--- src/rtl/fetch_controller.sv ---
// Instruction fetch controller: pc, 2-entry {pc, inst} buffer,
// flush on exception / interrupt / redirect, epc and handler tracking.
module fetch_controller #(
    parameter logic [31:0] RESET_VEC = 32'h0000_0000,
    parameter logic [31:0] IRQ_VEC   = 32'h0000_0004,
    parameter logic [31:0] EXC_VEC   = 32'h0000_0008
) (
    input  logic        clk,
    input  logic        rst,
    output logic [31:0] rom_addr_o,
    output logic        rom_ce_o,
    input  logic [31:0] rom_data_i,
    input  logic        redirect_i,
    input  logic [31:0] redirect_addr_i,
    input  logic        ret_i,
    input  logic        irq_i,
    input  logic        exc_i,
    output logic [31:0] inst_o,
    output logic [31:0] inst_pc_o,
    output logic        inst_valid_o,
    input  logic        inst_ready_i,
    output logic [31:0] epc_o,
    output logic        in_handler_o
);

    logic [31:0]       r_pc;
    logic [31:0]       r_epc;
    logic              r_in_handler;
    logic [1:0]        r_count;
    logic [1:0][31:0]  r_q_pc;
    logic [1:0][31:0]  r_q_inst;

    logic              w_pop;
    logic              w_push;
    logic              w_exc;
    logic              w_irq;
    logic              w_redir;
    logic              w_flush;
    logic              w_widx;
    logic [31:0]       w_flush_pc;
    logic [31:0]       w_epc_src;
    logic [1:0]        w_ncount;
    logic [1:0][31:0]  w_nq_pc;
    logic [1:0][31:0]  w_nq_inst;

    // Outputs are forced to their reset values while rst is held,
    // since the synchronous reset only lands at the next edge.
    always_comb begin
        rom_ce_o     = ~rst;
        rom_addr_o   = rst ? RESET_VEC : r_pc;
        inst_valid_o = ~rst & (r_count != 2'd0);
        inst_o       = inst_valid_o ? r_q_inst[0] : 32'h0;
        inst_pc_o    = inst_valid_o ? r_q_pc[0] : 32'h0;
        epc_o        = rst ? 32'h0 : r_epc;
        in_handler_o = ~rst & r_in_handler;
    end

    // Flush priority: exception, then unmasked interrupt, then redirect.
    always_comb begin
        w_pop   = inst_valid_o & inst_ready_i;
        w_exc   = exc_i;
        w_irq   = irq_i & ~r_in_handler & ~exc_i;
        w_redir = redirect_i & ~w_exc & ~w_irq;
        w_flush = w_exc | w_irq | w_redir;
        w_push  = ~w_flush & (~r_count[1] | w_pop);
        w_flush_pc = redirect_addr_i;
        if (w_exc) begin
            w_flush_pc = EXC_VEC;
        end else if (w_irq) begin
            w_flush_pc = IRQ_VEC;
        end
        w_epc_src = r_pc;
        if (redirect_i) begin
            w_epc_src = redirect_addr_i;
        end else if (r_count != 2'd0) begin
            w_epc_src = r_q_pc[0];
        end
    end

    // Buffer next state: shift on pop, then write the new word
    // into the first free slot.
    always_comb begin
        w_nq_pc   = r_q_pc;
        w_nq_inst = r_q_inst;
        w_widx    = r_count[1] | (r_count[0] & ~w_pop);
        if (w_pop) begin
            w_nq_pc[0]   = r_q_pc[1];
            w_nq_inst[0] = r_q_inst[1];
        end
        if (w_push) begin
            w_nq_pc[w_widx]   = r_pc;
            w_nq_inst[w_widx] = rom_data_i;
        end
        w_ncount = r_count + {1'b0, w_push} - {1'b0, w_pop};
    end

    // State register: pc, buffer, epc and handler flag.
    always_ff @(posedge clk) begin
        if (rst) begin
            r_pc         <= RESET_VEC;
            r_epc        <= 32'h0;
            r_in_handler <= 1'b0;
            r_count      <= 2'd0;
            r_q_pc       <= '0;
            r_q_inst     <= '0;
        end else begin
            if (w_flush) begin
                r_count <= 2'd0;
                r_pc    <= w_flush_pc;
            end else begin
                r_count  <= w_ncount;
                r_q_pc   <= w_nq_pc;
                r_q_inst <= w_nq_inst;
                if (w_push) begin
                    r_pc <= r_pc + 32'd4;
                end
            end
            if (w_exc | w_irq) begin
                r_in_handler <= 1'b1;
                r_epc        <= w_epc_src;
            end else if (w_redir & ret_i) begin
                r_in_handler <= 1'b0;
            end
        end
    end

endmodule
--- config.mk ---
export PLATFORM = sky130hd
export DESIGN_NAME = fetch_controller
export DESIGN_NICKNAME = d
export VERILOG_FILES = /design/src/rtl/fetch_controller.sv
export SDC_FILE = /design/constraint.sdc
export NUM_CORES = 1
export LEC_CHECK = 0
export CELL_PAD_IN_SITES_DETAIL_PLACEMENT = 1
export CELL_PAD_IN_SITES_GLOBAL_PLACEMENT = 1
export CORE_ASPECT_RATIO = 0.75
export CORE_MARGIN = 2
export CORE_UTILIZATION = 37
export DETAILED_ROUTE_END_ITERATION = 16
export HOLD_SLACK_MARGIN = 0.05
export PLACE_DENSITY = 0.83
export SLEW_MARGIN = 20
export SYNTH_ARGS = -nofsm -noshare
export SYNTH_HDL_FRONTEND = slang
export SYNTH_SLANG_ARGS = --single-unit
export TNS_END_PERCENT = 20
--- constraint.sdc ---
create_clock -name clk -period 3.6 [get_ports clk]
set_clock_uncertainty 0.1 [all_clocks]
set_input_delay 1.08 -clock clk [delete_from_list [all_inputs] [get_ports clk]]
set_output_delay 1.08 -clock clk [all_outputs]
set_load 0.01 [all_outputs]
==> reports/metrics.csv <==
stage;metric;value;unit
run_status;run_status;finished, final reports clean;
sta;final_hold_viol_count;0;
sta;min_period;3.49;ns
floorplanning;top_level_ports;202;
sta;rsz0062_at_grt;no;
routing;drc;0;
floorplanning;core;0.0249;mm^2
synth;yosys_warnings;0;
synth;synth-edff-count;0;
clock_network;cts_setup_buffers;0;
power;power_density;376;mW/mm^2
clock_network;cts.root.buffer_cell;clkbuf_16;
clock_network;cts_tree;yes;
routing;ant_nets;0;
routing;initialDrtViolationCount;1000;
worst_hold_path;hp-start;r_epc[18];
routing;dr.pass1.iters;9;
clock_network;postCtsHoldBufs;0;
floorplanning;dieArea;0.0265;mm^2
placement;place_ws;0.0945;ns
synth;synth_area;0.00934;mm^2
placement;dpl.hpwl;22900;um
floorplanning;initial_utilization;37.5;%
sta;setup_viol;0;
finish;areaGrowthSynthToFinish;32.8;%
sta;fin_crit_sh;97.0;%
clock_network;h-tree-depth;4;
grt;grt_pass1_vias;9615;
placement;place_congestion;0.825;
routing;totalWireLength;33600;um
floorplanning;die-height;142;um
synth;synth-main-ff-cell;dfxtp_1;
clock_network;clkLatencyLatePin;0.44;ns
routing;wl_per_cell;19.9;um
floorplanning;rows;50;
routing;vias;9566;
sta;slew_viol_final;0;
power;cellLeakagePower;4.38;nW
grt;grt.overflow.total;0;
setup_path;worstPathArrival;2.31;ns
worst_hold_path;hp-class;flop to flop;
finish;finalNetCount;1407;
setup_path;r2r_start;r_count[0];
synth;ys_seq_area_share;41.8;%
placement;io_buffers;201;
sta;worst_slew_pin_slew;0.847;ns
finish;final_cell_mix;219 x nand2_1, 199 x clkdlybuf4s50_1, 195 x dfxtp_1;
worst_hold_path;holdPathStages;2;
job;cap_viol_max_count;0;
clock_network;numCtsBuffers;17;
clock_network;clkSinkCount;195;
grt;grt_max_degree;64;
synth;synth.avg_cell_area;7.94;um^2
synth;ys_ff_latch;195;
clock_network;cts_resized;0;
synth;synth_fp_nets;1250;
setup_path;worstPathMaxFanout;52;
clock_network;clk_pin_slew;0.07;ns
synth;async_reset_ff_share;0;%
setup_path;setup.worst_path.start_class;primary input;
floorplanning;die_w;187;um
sta;fin_ws;0.106;ns
grt;grt.total_usage;24.9;%
sta;slew_headroom;43.1;%
synth;syn_inst;1176;
grt;antenna_found_initial;2;
clock_network;cts_buffer_depth;2;
setup_path;reg2reg_slack;0.85;ns
grt;grt_pass1_wl;53100;um
routing;viasPerCell;5.68;
setup_path;reg2reg_depth;7;
setup_path;worstSetupPathType;primary input to primary output;
sta;finalSetupTns;0;ns
sta;fmax;286;MHz
setup_path;cp.required;2.42;ns
worst_hold_path;min_to;r_epc[18];
synth;ys_types;56;
setup_path;endpoint_kind;primary output;
finish;mostFrequentLayoutCell;nand2_1;
setup_path;regToRegEndpoint;r_q_inst[6];
placement;place_area;0.0118;mm^2
finish;drive_above_1_share;8.25;%
power;irDropWorstVdd;0.336;mV
finish;design_area;0.0124;mm^2
cells by family after synthesis:
logic type,Yosys count,share of synthesized area (%)
AOI/OAI and AO/OA,281,20.6
xor gates and xnor gates,15,1.41
adders and majority gates,3,0.402
buffers and inverters,120,5.19
DFF,195,41.8
muxes,27,3.10
and+or+nand+nor,535,27.5
layer usage:
layer | part of all wire [%] | up-vias | global-route usage (%)
li1 | - | 4440 | -
met1 | 45 | 4751 | 34.1
met2 | 47 | 345 | 41.0
met3 | 6.9 | 28 | 4.72
met4 | 1.3 | 2 | 5.43
met5 | 0.039 | - | 0
cells in the mapped netlist (all sizes together), types with 3 or more instances:
master | instances | share of area [%]
a22oi | 6 | 0.48
and2 | 68 | 4.6
a21o | 3 | 0.24
buf | 30 | 1.6
or3 | 4 | 0.27
ha | 3 | 0.40
mux2 | 15 | 1.8
dfxtp | 195 | 42
o21ai | 27 | 1.4
xnor2 | 9 | 0.84
xor2 | 6 | 0.56
nand2b | 24 | 1.6
nand3 | 13 | 0.80
clkbuf | 80 | 3.2
mux2i | 12 | 1.3
and3 | 9 | 0.60
nor2b | 63 | 4.2
nor3 | 19 | 1.0
and4 | 4 | 0.38
o21a | 4 | 0.32
nand4 | 10 | 0.67
a32o | 7 | 0.75
nor4 | 9 | 0.60
nor2 | 88 | 3.5
inv | 9 | 0.36
nand2 | 219 | 8.8
o211a | 3 | 0.32
a22o | 3 | 0.28
a222oi | 56 | 6.0
a21oi | 125 | 6.7
o211ai | 23 | 1.8
a31oi | 4 | 0.27
final cells by class:
class	count	area (um^2)
fill	3011	12500
multi-input combinational	861	5010
sequential	195	3900
timing repair buffer	248	2440
clock buffer	19	443
tap	338	423
clock inverter	13	146
inverter	10	37.5
antenna	1	2.50
report_power, final:
part	switching [mW]	internal, mW	leakage [nW]
clock	0.917	1.00	0.279
combinational	0.262	0.225	2.52
sequential	0.0477	2.21	1.58
sequential cells by signal (all words and copies together) (netlist names):
register      flops
r_q_pc           64
r_count           2
r_epc            32
r_in_handler      1
r_q_inst         64
r_pc             32
through the flow:
| step | instances | power, mW | utilization (%) | hold slack [ns] |
|---|---|---|---|---|
| after CTS | 1684 | 4.69 | 49.8 | 0.355 |
| final | 1685 | 4.66 | 49.8 | 0.354 |
| after global placement | 1652 | 2.77 | 47.4 | 0.336 |
| after global routing | 1685 | 4.83 | 49.8 | 0.371 |
| after detailed placement | 1652 | 2.79 | 47.4 | 0.344 |
| after floorplan | 1176 | 2.53 | - | 0.327 |
critical path, cell delays in order:
cell and delay, ns:
buf_6 0.12, nor2_4 0.14, buf_12 0.22, and2_1 0.17, clkdlybuf4s50_1 0.56
worst max-delay path by stage:
stage               start        endpoint  slack, ns  cells past startpoint
floorplan             rst  rom_addr_o[21]       0.42                      4
global placement      rst      inst_o[27]       0.18                      4
detailed placement    rst      inst_o[17]       0.09                      5
CTS                   rst      inst_o[17]       0.09                      5
global route          rst   inst_pc_o[25]       0.04                      5
finish                rst      inst_o[17]       0.11                      5
Power figures use the tool's default switching activity.
